`config.mk`:
```
export PLATFORM = sky130hd
export DESIGN_NAME = shifter_left_seq
export DESIGN_NICKNAME = d
export VERILOG_FILES = /design/src/rtl/shifter_left_seq.sv
export SDC_FILE = /design/constraint.sdc
export NUM_CORES = 1
export LEC_CHECK = 0
export BUFFER_PORTS_ARGS = -buffer_cell sky130_fd_sc_hd__buf_2
export CORE_MARGIN = 5
export CORE_UTILIZATION = 56
export CTS_CLUSTER_DIAMETER = 40
export DETAILED_ROUTE_END_ITERATION = 8
export PLACE_DENSITY = 0.91
export SYNTH_ARGS = -nofsm -noshare
export SYNTH_HDL_FRONTEND = slang
export SYNTH_SLANG_ARGS = --single-unit
```
`constraint.sdc`:
```
create_clock -name clk -period 3.38 [get_ports clk]
set_input_delay 0.338 -clock clk [delete_from_list [all_inputs] [get_ports clk]]
set_output_delay 0.338 -clock clk [all_outputs]
set_load 0.02 [all_outputs]
```
`src/rtl/shifter_left_seq.sv`:
```
// Multi-cycle 32-bit logical left shifter: one shift-amount bit (weights 1,2,4,8,16)
// is resolved per clock, giving a fixed 5-cycle SLL/SLLV latency.
module shifter_left_seq (
  input  logic        clk,
  input  logic        reset,
  input  logic        start,
  input  logic [31:0] dataA,
  input  logic [31:0] dataB,
  output logic [31:0] dataOut,
  output logic        busy,
  output logic        done
);

  typedef enum logic [0:0] {
    IDLE  = 1'b0,
    SHIFT = 1'b1
  } state_t;

  state_t      state_q, state_d;
  logic [31:0] acc_q, acc_d;
  logic [4:0]  shamt_q, shamt_d;
  logic [2:0]  k_q, k_d;
  logic [31:0] data_out_q, data_out_d;
  logic        done_q, done_d;
  logic [31:0] stage_acc;
  logic        unused_upper;

  // Only the low five bits of the shift amount are meaningful.
  assign unused_upper = ^dataB[31:5];

  always_ff @(posedge clk or posedge reset) begin
    if (reset) begin
      state_q    <= IDLE;
      acc_q      <= '0;
      shamt_q    <= '0;
      k_q        <= '0;
      data_out_q <= '0;
      done_q     <= 1'b0;
    end else begin
      state_q    <= state_d;
      acc_q      <= acc_d;
      shamt_q    <= shamt_d;
      k_q        <= k_d;
      data_out_q <= data_out_d;
      done_q     <= done_d;
    end
  end

  always_comb begin
    state_d    = state_q;
    acc_d      = acc_q;
    shamt_d    = shamt_q;
    k_d        = k_q;
    data_out_d = data_out_q;
    done_d     = 1'b0;
    stage_acc  = shamt_q[k_q] ? (acc_q << (5'd1 << k_q)) : acc_q;
    unique case (state_q)
      IDLE: begin
        if (start) begin
          state_d = SHIFT;
          acc_d   = dataA;
          shamt_d = dataB[4:0];
          k_d     = '0;
        end
      end
      SHIFT: begin
        acc_d = stage_acc;
        k_d   = k_q + 3'd1;
        // Stage 4 publishes the result directly so dataOut and done land together.
        if (k_q == 3'd4) begin
          state_d    = IDLE;
          data_out_d = stage_acc;
          done_d     = 1'b1;
        end
      end
    endcase
  end

  assign dataOut = data_out_q;
  assign done    = done_q;
  assign busy    = (state_q == SHIFT);

endmodule

```
# Word level (Yosys, flattened, before mapping)
# Cells that the tools add are included.
[word_totals] regBits=74 latchBits=0 ram_bits=0 rom_bits=0 output_inout_bits=34 elab_cells=27 memories=0
[op_classes] add_sub_neg=1 mul=0 div_mod_pow=0 order_cmp=1 n_eq_ne=2 shift=2 n_mux=12 bitwise=1 reduce_logical=2
[ops] operator="32-bit two-way mux" n=2
[ops] operator="32-bit case mux with 2 select lines" n=1
[ops] operator="32-bit by 5-bit << shifter with 32-bit output" n=1
[ops] operator="3-bit case mux with 2 select lines" n=1
[ops] operator="1-bit two-way mux" n=5
[ops] operator="1-bit by 3-bit << shifter with 5-bit output, first input constant" n=1
[ops] operator="3-bit by 4-bit < comparator with 1-bit output, second input constant" n=1
[ops] operator="2-bit AND reduction" n=2
[ops] operator="3-bit by 1-bit adder with 3-bit output, second input constant" n=1
[ops] operator="1-bit binary-select mux with 3-bit select" n=1
[ops] operator="3-bit equality test, second input constant" n=1
[ops] operator="3-bit two-way mux" n=1
[ops] operator="2-bit inequality test, second input constant" n=1
[ops] operator="1-bit case mux with 2 select lines" n=1
[ops] operator="1-bit NOT" n=1

# Logic depth before layout (Yosys ltp)
# Gate-level depths: netlist of run 1.
[depth] ltp_word=4 depth_mapped=11

# Worst setup path before layout of run 1
# OpenSTA, ideal clock, no wires.
[synth_timing] kind="reg-to-reg" start="register k_q[0]" end="register acc_q[28]" setup_time_ns=0.141 arrival_time_ns=2.257 required_time_ns=3.239 setup_slack_ns=0.981 stages_incl_launch_ff=10 path_buffers=1 synth_period_minus_slack_ns=2.399 path_cell_list="dfrtp_1 -> inv_1 -> ha_1 -> nor2b_1 -> clkbuf_1 -> mux4_2 -> mux2i_1 -> nor2_1 -> a221oi_2 -> a31oi_1"
[synth_between] elab_chain_len=4 word_cells_on_any_way=6
[synth_lines] element="start, declared" line="22" text="logic [2:0] k_q, k_d;"
[synth_lines] element="start signal, assigned" line="43" text="k_q <= k_d;"
[synth_lines] element="1-bit by 3-bit << shifter with 5-bit output or 1-bit binary-select mux with 3-bit select (tied branches)" line="56" text="stage_acc = shamt_q[k_q] ? (acc_q << (5'd1 << k_q)) : acc_q;"
[synth_lines] element="32-bit by 5-bit << shifter with 32-bit output or 1-bit two-way mux (tied branches)" line="56"
[synth_lines] element="32-bit two-way mux (*)" line="56"
[synth_lines] element="32-bit case mux with 2 select lines (*)" line="57" text="unique case (state_q)"
[synth_lines] element="end signal, assigned" line="34" text="acc_q <= '0;"
[synth_lines] element="end signal, assigned" line="41" text="acc_q <= acc_d;"
[synth_lines] element="end, declared" line="20" text="logic [31:0] acc_q, acc_d;"
# Every way passes the cells marked *; elsewhere a longest branch is shown, timed or not. The select of a mux whose other input is x is not followed.
# A chain may end at the register's enable or synchronous reset.

# Final worst setup path of run 1
[layout_timing] start="register k_q[0]" end="register acc_q[24]"
# The elaborated chain is that of the path after synthesis.

==> results of run 1 <==
==> final cells by class <==
cell class,count,area [um^2]
multi-input combinational,411,2990
timing repair buffer,100,581
fill,703,2960
sequential,74,1850
inverter,12,45.0
tap,108,135
clock buffer,9,124
clock inverter,5,129
==> through the flow <==
stage / instance area (um^2) / setup WS [ns] / utilization
finish: 5850 / 0.211 / 0.664
global route: 5850 / 0.0928 / 0.664
CTS: 5850 / 0.319 / 0.664
detailed placement: 5600 / 0.317 / 0.636
global placement: 5600 / 0.421 / 0.636
floorplan: 5110 / 0.981 / -
==> layer usage <==
| layer | global-route usage | wire length (um) |
|---|---|---|
| met5 | 0 | 0 |
| met4 | 0.110 | 541 |
| met3 | 0.0556 | 1600 |
| met2 | 0.487 | 8150 |
| met1 | 0.440 | 7060 |
==> power by group through the flow <==
| stage | combinational (mW) | clock [mW] | sequential, mW |
|---|---|---|---|
| floorplan | 3.28 | 0 | 1.85 |
| global placement | 4.71 | 0 | 1.85 |
| detailed placement | 4.79 | 0 | 1.86 |
| CTS | 4.81 | 0.914 | 1.85 |
| global route | 5.23 | 0.955 | 1.92 |
| finish | 4.91 | 0.912 | 1.87 |
==> cells in the mapped netlist (11+ instances only) <==
cell / n
sky130_fd_sc_hd__dfrtp_1: 74
sky130_fd_sc_hd__nor2b_1: 18
sky130_fd_sc_hd__a211oi_1: 15
sky130_fd_sc_hd__mux2i_1: 42
sky130_fd_sc_hd__a22oi_1: 11
sky130_fd_sc_hd__a21oi_1: 37
sky130_fd_sc_hd__mux4_2: 25
sky130_fd_sc_hd__o21ai_0: 23
sky130_fd_sc_hd__nor2_1: 40
sky130_fd_sc_hd__nand2_1: 77
sky130_fd_sc_hd__clkbuf_1: 26
==> worst min-delay path, delay by kind of cell <==
kind          cells  cell delay (ns)
simple gates      2             0.08
buf+inv           1             0.07
==> state kept, by name, summed over array words and instances, names as in the netlist <==
name and count:
shamt_q 5, acc_q 32, busy 1, k_q 3, done 1, dataOut 32
==> worst paths after layout <==
check                           startpoint     endpoint  slack (ns)
worst max-delay path                k_q[0]    acc_q[24]        0.21
worst min-delay path             dataA[12]    acc_q[12]        0.16
worst max register to register      k_q[0]    acc_q[24]        0.21
worst min register to register  dataOut[5]   dataOut[5]        0.47
max in group asynchronous            reset         busy        2.22
min in group asynchronous            reset  dataOut[28]        0.26
==> cell families after synthesis <==
group                    Yosys count  synth area share
buffers and inverters             59            0.0534
flip-flops                        74             0.362
multiplexers                      71             0.203
AND/OR/NAND/NOR                  178             0.161
adder cells (fa/ha/maj)            5            0.0122
AO/OA/AOI/OAI                    157             0.208
==> flow_metrics.env, run 1 <==
export IMPL_layout_cells_most_common="sky130_fd_sc_hd__nand2_1"
export IMPL_timing_critical_path_to_type="flip-flop"
export IMPL_max_stage_delay_ns=0.53
export IMPL_power_density_mw_per_mm2=1310
export IMPL_cts_made_buffers=9
export IMPL_arrival_ns=3.38
export IMPL_cts_max_path_buffers=2
export IMPL_required_time_worst_endpoint_ns=3.59
export IMPL_clock_power_share=0.119
export IMPL_min_path_type="input pin to flip-flop"
export IMPL_floorplan_die_width_um=106
export IMPL_fin_setup_tns_ns=0
export IMPL_route_vias_total=4895
export IMPL_cellLeakagePower_nw=2.65
export IMPL_grt_pass1_vias=4641
export IMPL_critical_path_cell_count=10
export IMPL_final_setup_skew_ns=0.0154
export IMPL_cts_htree_levels=3
export IMPL_yosys_most_used_dff="sky130_fd_sc_hd__dfrtp_1"
export IMPL_critical_path_max_fanout=15
export IMPL_max_slew_margin=0.246
export IMPL_drt_wirelength_per_cell_um=24.1
export IMPL_global_route_usage_total=0.312
export IMPL_netlist_top_cells_area="sky130_fd_sc_hd__dfrtp_1 36%, sky130_fd_sc_hd__mux4_2 11%, sky130_fd_sc_hd__mux2i_1 8.2%, sky130_fd_sc_hd__nand2_1 5.7%, sky130_fd_sc_hd__a21oi_1 3.6%"
export IMPL_worst_r2r_path_depth=10
export IMPL_run_status="completed"
export IMPL_layout_cells_non_filler=719
export IMPL_synth_net_count=616
export IMPL_routabilityCongestion=0.997
export IMPL_syn_area_mm2=0.00511
export IMPL_globalRoute_totalOverflow=0
export IMPL_post_cts_clock_slew_at_the_launch_and_capture_registers_of_the_worst_setup_and_hold_paths_ns=0.09
export IMPL_yosysUniqueCellTypes=61
export IMPL_numClockSinks=74
export IMPL_setup_viol=0
export IMPL_route_detailed_vias_per_inst=6.81
export IMPL_design_die_area_mm2=0.0111
export IMPL_antenna_cells_inserted=0
export IMPL_path_buf_inv=3
export IMPL_number_of_antenna_violations_at_the_first_check_in_global_routing=0
export IMPL_die_height_um=106
export IMPL_seq_power_share=0.243
export IMPL_totalWireLength_mm=17.3
export IMPL_buffer_ports_inserted=73
export IMPL_clk_insertion_delay_late_ns=0.36
export IMPL_cell_internal_pwr_mw=3.86
export IMPL_root_buffer="sky130_fd_sc_hd__clkbuf_8"
export IMPL_worst_hold_path_depth=3
export IMPL_worst_pin_slew_ns=1.13
export IMPL_drive_above_1_share=0.249
export IMPL_tritoncts_clock_tree="built"
export IMPL_area_share_of_the_largest_cell_type_after_synthesis=0.362
export IMPL_core_mm2=0.00881
export IMPL_fin_nets=680
export IMPL_layout_common_cells="77 x sky130_fd_sc_hd__nand2_1, 74 x sky130_fd_sc_hd__dfrtp_1, 73 x sky130_fd_sc_hd__buf_2, 42 x sky130_fd_sc_hd__mux2i_1, 40 x sky130_fd_sc_hd__nor2_1"
export IMPL_synthesis_instances=544
export IMPL_layout_overhead_on_the_synthesized_area_pct=14.5
export IMPL_critPathSlowestCell="sky130_fd_sc_hd__nand2b_1"
export IMPL_netSwitchingPower_mw=3.83
export IMPL_drt_iter0_drcs=473
export IMPL_power_frac_comb=0.639
export IMPL_setup_worst_path_start_class="flip-flop"
export IMPL_cts_resized_gates=0
export IMPL_max_clock_freq_mhz=316
export IMPL_critical_path_top_cell_by_count="sky130_fd_sc_hd__buf_4"
export IMPL_critical_path_cell_chain="inv_1, ha_1, nand2b_1, buf_4, buf_4, nand2_1, nor2_1, a32o_1, nor3_1, a21oi_1"
export IMPL_path_class="flip-flop to flip-flop"
export IMPL_synth_ff_latch_count=74
export IMPL_firstDrtPassIters=6
export IMPL_max_cap_violations=0
export IMPL_maximum_number_of_pins_on_one_net_before_global_route_repair=54
export IMPL_synth_area_per_cell_um2=9.39
export IMPL_rows=34
export IMPL_period_share=0.938
export IMPL_synth_async_sr_flop_share=1.00
export IMPL_placed_cells=705
export IMPL_initial_utilization=0.580
export IMPL_top_delay_family_on_crit_path="simple AND/OR/NAND/NOR gates"
export IMPL_hold_violations=0
export IMPL_post_cts_setup_buffer_count=0
export IMPL_synth_yosys_warnings=0
export IMPL_final_max_slew_viol_count=0
export IMPL_totalPowerFinal_mw=7.69
export IMPL_ant_nets=0
export IMPL_place_detailed_hpwl_mm=12.8
export IMPL_synth_enable_flop_cells=0
export IMPL_boundaryPins=101
export IMPL_power_switching_share=0.498
export IMPL_synth_area_leader_cell="sky130_fd_sc_hd__dfrtp_1"
export IMPL_grt_first_pass_wirelength_mm=26.9
export IMPL_remaining_drc_errors=0
export IMPL_vdd_ir_drop_worst_mv=0.776
export IMPL_yosysSeqAreaShare=0.362
export IMPL_cts_hold_repair_buffers=0
export IMPL_finalHoldWorstSlack_ns=0.156
export IMPL_rsz_0062_raised_after_global_routing="no"
export IMPL_layout_min_cycle_time_ns=3.17
Note: power is estimated with default switching activity, not from simulation.
==> inputs of run 2 (changes only) <==
--- a/config.mk
+++ b/config.mk
@@ -7,9 +7,10 @@
 export LEC_CHECK = 0
 export BUFFER_PORTS_ARGS = -buffer_cell sky130_fd_sc_hd__buf_2
+export CAP_MARGIN = 15
 export CORE_MARGIN = 5
-export CORE_UTILIZATION = 56
+export CORE_UTILIZATION = 40
 export CTS_CLUSTER_DIAMETER = 40
 export DETAILED_ROUTE_END_ITERATION = 8
-export PLACE_DENSITY = 0.91
+export PLACE_DENSITY = 0.71
 export SYNTH_ARGS = -nofsm -noshare
 export SYNTH_HDL_FRONTEND = slang
==> constraint.sdc (replaced) <==
create_clock -name clk -period 3.38 [get_ports clk]
set_input_delay 0.676 -clock clk [delete_from_list [all_inputs] [get_ports clk]]
set_output_delay 0.676 -clock clk [all_outputs]
set_load 0.02 [all_outputs]
==> flow_metrics.env, run 2 (synthesis gave the netlist of run 1 again) <==
export IMPL_max_clock_freq_mhz=330
export IMPL_core_mm2=0.0126
export IMPL_numClockSinks=74
export IMPL_buffer_ports_inserted=73
export IMPL_number_of_antenna_violations_at_the_first_check_in_global_routing=0
export IMPL_fin_nets=680
export IMPL_initial_utilization=0.407
export IMPL_clk_insertion_delay_late_ns=0.35
export IMPL_grt_first_pass_wirelength_mm=27.8
export IMPL_cts_made_buffers=9
export IMPL_ant_nets=0
export IMPL_layout_overhead_on_the_synthesized_area_pct=17.5
export IMPL_power_switching_share=0.493
export IMPL_fin_setup_tns_ns=0
export IMPL_max_slew_margin=0.409
export IMPL_period_share=0.896
export IMPL_setup_worst_path_start_class="flip-flop"
export IMPL_required_time_worst_endpoint_ns=3.59
export IMPL_tritoncts_clock_tree="built"
export IMPL_netSwitchingPower_mw=3.84
export IMPL_boundaryPins=101
export IMPL_routabilityCongestion=0.979
export IMPL_run_status="completed"
export IMPL_die_height_um=123
export IMPL_vdd_ir_drop_worst_mv=0.473
export IMPL_final_max_slew_viol_count=0
export IMPL_seq_power_share=0.241
export IMPL_globalRoute_totalOverflow=0
export IMPL_rows=41
export IMPL_fin_ws_ns=0.352
export IMPL_cts_resized_gates=0
export IMPL_drive_above_1_share=0.251
export IMPL_cellLeakagePower_nw=2.69
export IMPL_setup_viol=0
export IMPL_power_density_mw_per_mm2=1300
export IMPL_route_detailed_vias_per_inst=6.03
export IMPL_clock_power_share=0.130
export IMPL_drt_iter0_drcs=558
export IMPL_cts_max_path_buffers=2
export IMPL_place_detailed_hpwl_mm=13.1
export IMPL_drt_wirelength_per_cell_um=22.5
export IMPL_remaining_drc_errors=0
export IMPL_floorplan_die_width_um=123
export IMPL_totalWireLength_mm=17.6
export IMPL_post_cts_setup_buffer_count=0
export IMPL_rrSetupSlack_ns=0.35
export IMPL_power_frac_comb=0.629
export IMPL_cell_internal_pwr_mw=3.94
export IMPL_timing_critical_path_to_type="flip-flop"
export IMPL_layout_min_cycle_time_ns=3.03
export IMPL_grt_pass1_vias=4796
export IMPL_cts_htree_levels=3
export IMPL_hold_violations=0
export IMPL_maximum_number_of_pins_on_one_net_before_global_route_repair=75
export IMPL_root_buffer="sky130_fd_sc_hd__clkbuf_16"
export IMPL_global_route_usage_total=0.245
export IMPL_design_die_area_mm2=0.0151
export IMPL_final_setup_skew_ns=0.00852
export IMPL_route_vias_total=4735
export IMPL_arrival_ns=3.24
export IMPL_critical_path_max_fanout=17
export IMPL_worst_slack_placed_ns=0.438
export IMPL_max_cap_violations=0
export IMPL_layout_cells_most_common="sky130_fd_sc_hd__nand2_1"
export IMPL_firstDrtPassIters=7
export IMPL_layout_common_cells="77 x sky130_fd_sc_hd__nand2_1, 74 x sky130_fd_sc_hd__dfrtp_1, 73 x sky130_fd_sc_hd__buf_2, 42 x sky130_fd_sc_hd__mux2i_1, 40 x sky130_fd_sc_hd__nor2_1"
export IMPL_path_class="flip-flop to flip-flop"
export IMPL_rsz_0062_raised_after_global_routing="no"
export IMPL_worst_pin_slew_ns=0.886
export IMPL_cts_hold_repair_buffers=0
export IMPL_post_cts_clock_slew_at_the_launch_and_capture_registers_of_the_worst_setup_and_hold_paths_ns=0.06
export IMPL_antenna_cells_inserted=0
export IMPL_min_path_type="input pin to async pin"
run 2: worst paths after layout:
check,depth (start not counted),start,to
max,8,k_q[0],acc_q[27]
min,3,reset,done
max reg2reg,8,k_q[0],acc_q[27]
min reg2reg,2,dataOut[15],dataOut[15]
max in group asynchronous,3,reset,shamt_q[1]
min in group clk,2,dataOut[15],dataOut[15]
run 2: critical path, stage by stage, from the launching register on:
cell and delay, ns:
sky130_fd_sc_hd__dfrtp_1 0.47, sky130_fd_sc_hd__inv_1 0.10, sky130_fd_sc_hd__ha_1 0.32, sky130_fd_sc_hd__nand2b_1 0.66, sky130_fd_sc_hd__mux4_2 0.41, sky130_fd_sc_hd__mux2i_1 0.38, sky130_fd_sc_hd__o22ai_1 0.18, sky130_fd_sc_hd__a211oi_2 0.26
sky130_fd_sc_hd__a21oi_1 0.11
run 2: final cells by class:
cell class / instances / area, um^2
Fill cell: 1232 / 6560
Multi-Input combinational cell: 411 / 2990
Sequential cell: 74 / 1850
Timing Repair Buffer: 100 / 593
Clock buffer: 12 / 267
Tap cell: 172 / 215
Clock inverter: 4 / 48.8
Inverter: 12 / 45.0
run 2: power groups by stage:
stage	Clock [mW]	Sequential, mW	Combinational (mW)
after detailed placement	0	1.88	4.82
after CTS	1.03	1.87	4.83
final	1.01	1.88	4.89
after global placement	0	1.85	4.74
after floorplan	0	1.85	3.28
after global routing	1.06	1.94	5.28
run 2: stage by stage:
step	total power [mW]	cell area [um^2]	cells	hold slack (ns)	util
2_1_floorplan	5.13	5110	544	0.445	-
4_1_cts	7.73	6010	785	0.428	0.478
3_5_place_dp	6.70	5690	769	0.459	0.453
3_3_place_gp	6.59	5690	769	0.447	0.453
6_report	7.78	6010	785	0.420	0.478
5_1_grt	8.28	6010	785	0.469	0.478
run 2: layer usage:
| metal | GRT usage | routed length [um] |
|---|---|---|
| met1 | 0.333 | 7430 |
| met4 | 0.0893 | 488 |
| met3 | 0.0572 | 1460 |
| met2 | 0.384 | 8250 |
| met5 | 0 | 0 |
==> inputs of run 3 (changes only) <==
Settings changed: PLACE_DENSITY 0.71 to 0.59, SLEW_MARGIN from default to 20.
Clock period 3.38 ns to 2.9 ns, I/O delays scaled along.
==> flow_metrics.env, run 3 (synthesis gave the netlist of run 1 again) <==
export IMPL_run_status="completed"
export IMPL_critical_path_top_cell_by_count="sky130_fd_sc_hd__buf_4"
export IMPL_min_path_type="input pin to async pin"
export IMPL_place_detailed_hpwl_mm=14.2
export IMPL_cts_made_buffers=9
export IMPL_global_route_usage_total=0.253
export IMPL_routabilityCongestion=0.984
export IMPL_max_clock_freq_mhz=354
export IMPL_totalWireLength_mm=18.4
export IMPL_required_time_worst_endpoint_ns=3.11
export IMPL_design_die_area_mm2=0.0151
export IMPL_worst_r2r_path_depth=9
export IMPL_timing_rr_start="k_q[1]"
export IMPL_buffer_ports_inserted=73
export IMPL_period_share=0.975
export IMPL_layout_common_cells="77 x sky130_fd_sc_hd__nand2_1, 74 x sky130_fd_sc_hd__dfrtp_1, 73 x sky130_fd_sc_hd__buf_2, 43 x sky130_fd_sc_hd__buf_4, 42 x sky130_fd_sc_hd__mux2i_1"
export IMPL_critical_path_cell_chain="buf_4, ha_1, nor2b_1, buf_4, mux4_2, mux2i_1, nor2_1, o22ai_1, a31oi_1"
export IMPL_top_delay_family_on_crit_path="multiplexers"
export IMPL_remaining_drc_errors=0
export IMPL_grt_first_pass_wirelength_mm=28.4
export IMPL_cts_max_path_buffers=2
export IMPL_layout_filler_cells=1219
export IMPL_r2r_end="acc_q[20]"
export IMPL_max_cap_violations=0
export IMPL_power_density_mw_per_mm2=1520
export IMPL_maximum_number_of_pins_on_one_net_before_global_route_repair=32
export IMPL_drive_above_1_share=0.275
export IMPL_ant_nets=0
export IMPL_worst_pin_slew_ns=0.572
export IMPL_core_mm2=0.0126
export IMPL_layout_min_cycle_time_ns=2.83
export IMPL_globalRoute_totalOverflow=0
export IMPL_number_of_antenna_violations_at_the_first_check_in_global_routing=0
export IMPL_worst_slack_placed_ns=0.130
export IMPL_boundaryPins=101
export IMPL_clk_insertion_delay_late_ns=0.35
export IMPL_timing_critical_path_to_type="flip-flop"
export IMPL_cellLeakagePower_nw=2.75
export IMPL_fin_setup_tns_ns=0
export IMPL_floorplan_die_width_um=123
export IMPL_final_max_slew_viol_count=0
export IMPL_vdd_ir_drop_worst_mv=0.507
export IMPL_initial_utilization=0.407
export IMPL_arrival_ns=3.04
export IMPL_path_buf_inv=2
export IMPL_rows=41
export IMPL_setup_worst_path_start_class="flip-flop"
export IMPL_post_cts_clock_slew_at_the_launch_and_capture_registers_of_the_worst_setup_and_hold_paths_ns=0.06
export IMPL_critPathSlowestCell="sky130_fd_sc_hd__dfrtp_1"
export IMPL_layout_cells_most_common="sky130_fd_sc_hd__nand2_1"
export IMPL_setup_viol=0
export IMPL_numClockSinks=74
export IMPL_die_height_um=123
export IMPL_hold_violations=0
export IMPL_final_setup_skew_ns=0.00693
export IMPL_tritoncts_clock_tree="built"
export IMPL_max_slew_margin=0.618
export IMPL_critical_path_max_fanout=14
export IMPL_route_vias_total=4887
export IMPL_rsz_0062_raised_after_global_routing="no"
export IMPL_route_detailed_vias_per_inst=6.10
export IMPL_drt_iter0_drcs=407
export IMPL_rrSetupSlack_ns=0.07
export IMPL_path_class="flip-flop to flip-flop"
export IMPL_antenna_cells_inserted=0
export IMPL_grt_pass1_vias=4802
export IMPL_fin_ws_ns=0.0725
export IMPL_root_buffer="sky130_fd_sc_hd__clkbuf_16"
export IMPL_layout_overhead_on_the_synthesized_area_pct=19.4
export IMPL_fin_nets=698
export IMPL_max_stage_delay_ns=0.42
export IMPL_post_cts_setup_buffer_count=0
export IMPL_cts_htree_levels=3
export IMPL_drt_wirelength_per_cell_um=23.0
export IMPL_firstDrtPassIters=5
-- run 3: cell types whose count changed in the layout (fill, tap and decap cells not counted) --
cell / previous run / this run
sky130_fd_sc_hd__o21ai_2: 0 / 1
sky130_fd_sc_hd__clkinvlp_4: 0 / 1
sky130_fd_sc_hd__bufinv_16: 1 / 0
sky130_fd_sc_hd__ha_2: 0 / 1
sky130_fd_sc_hd__nor3_2: 0 / 1
sky130_fd_sc_hd__clkbuf_8: 3 / 1
sky130_fd_sc_hd__nor3_1: 7 / 6
sky130_fd_sc_hd__buf_4: 25 / 43
sky130_fd_sc_hd__a21oi_1: 37 / 36
sky130_fd_sc_hd__clkinv_4: 1 / 0
sky130_fd_sc_hd__o21ai_1: 6 / 5
sky130_fd_sc_hd__clkbuf_1: 0 / 1
sky130_fd_sc_hd__ha_1: 5 / 4
sky130_fd_sc_hd__a21oi_2: 0 / 1
-- run 3: worst max path at each step --
stage | depth (start not counted) | slack (ns) | start | endpoint
after floorplan | 1 | 0.44 | reset | acc_q[0]
after global placement | 9 | 0.16 | k_q[1] | acc_q[20]
after detailed placement | 9 | 0.13 | k_q[2] | acc_q[24]
after CTS | 9 | 0.13 | k_q[1] | acc_q[20]
after global routing | 9 | 0.006 | k_q[1] | acc_q[20]
final | 9 | 0.07 | k_q[1] | acc_q[20]
-- run 3: area by class of cell --
| cell class | instances | area [um^2] | area share |
|---|---|---|---|
| multi-input cells | 411 | 3000 | 0.492 |
| flip-flops and latches | 74 | 1850 | 0.304 |
| repair buffers | 118 | 728 | 0.119 |
| clock buffers | 11 | 243 | 0.0398 |
| well taps | 172 | 215 | 0.0353 |
| inverters | 12 | 45.0 | 0.00738 |
| clock inverters | 3 | 17.5 | 0.00287 |
-- run 3: per-stage QoR --
stage          cell area (um^2)  hold WS [ns]   util  power, mW  instances
2_1_floorplan              5110         0.445      -       5.98        544
3_3_place_gp               5830         0.446  0.464       8.05        787
3_5_place_dp               5830         0.454  0.464       8.12        787
4_1_cts                    6090         0.252  0.484       9.16        801
5_1_grt                    6100         0.297  0.485       9.83        801
6_report                   6100         0.240  0.485       9.24        801
-- run 3: per-layer routing --
layer,global-route usage,wire length (um)
met1,0.356,7930
met2,0.392,8540
met3,0.0476,1420
met4,0.0920,503
met5,0,0
-- run 3: what timing repair did --
action | in CTS | in global routing
endpoints found under the setup margin | 0 | 4
gates resized for setup | 0 | 4
hold buffers | 0 | 0
-- run 3: where the power goes --
group | total [mW] | switching [mW] | leakage, nW | internal (mW)
sequential | 2.10 | 0.560 | 0.910 | 1.54
combinational | 6.12 | 3.59 | 1.72 | 2.54
clock | 1.02 | 0.435 | 0.127 | 0.589
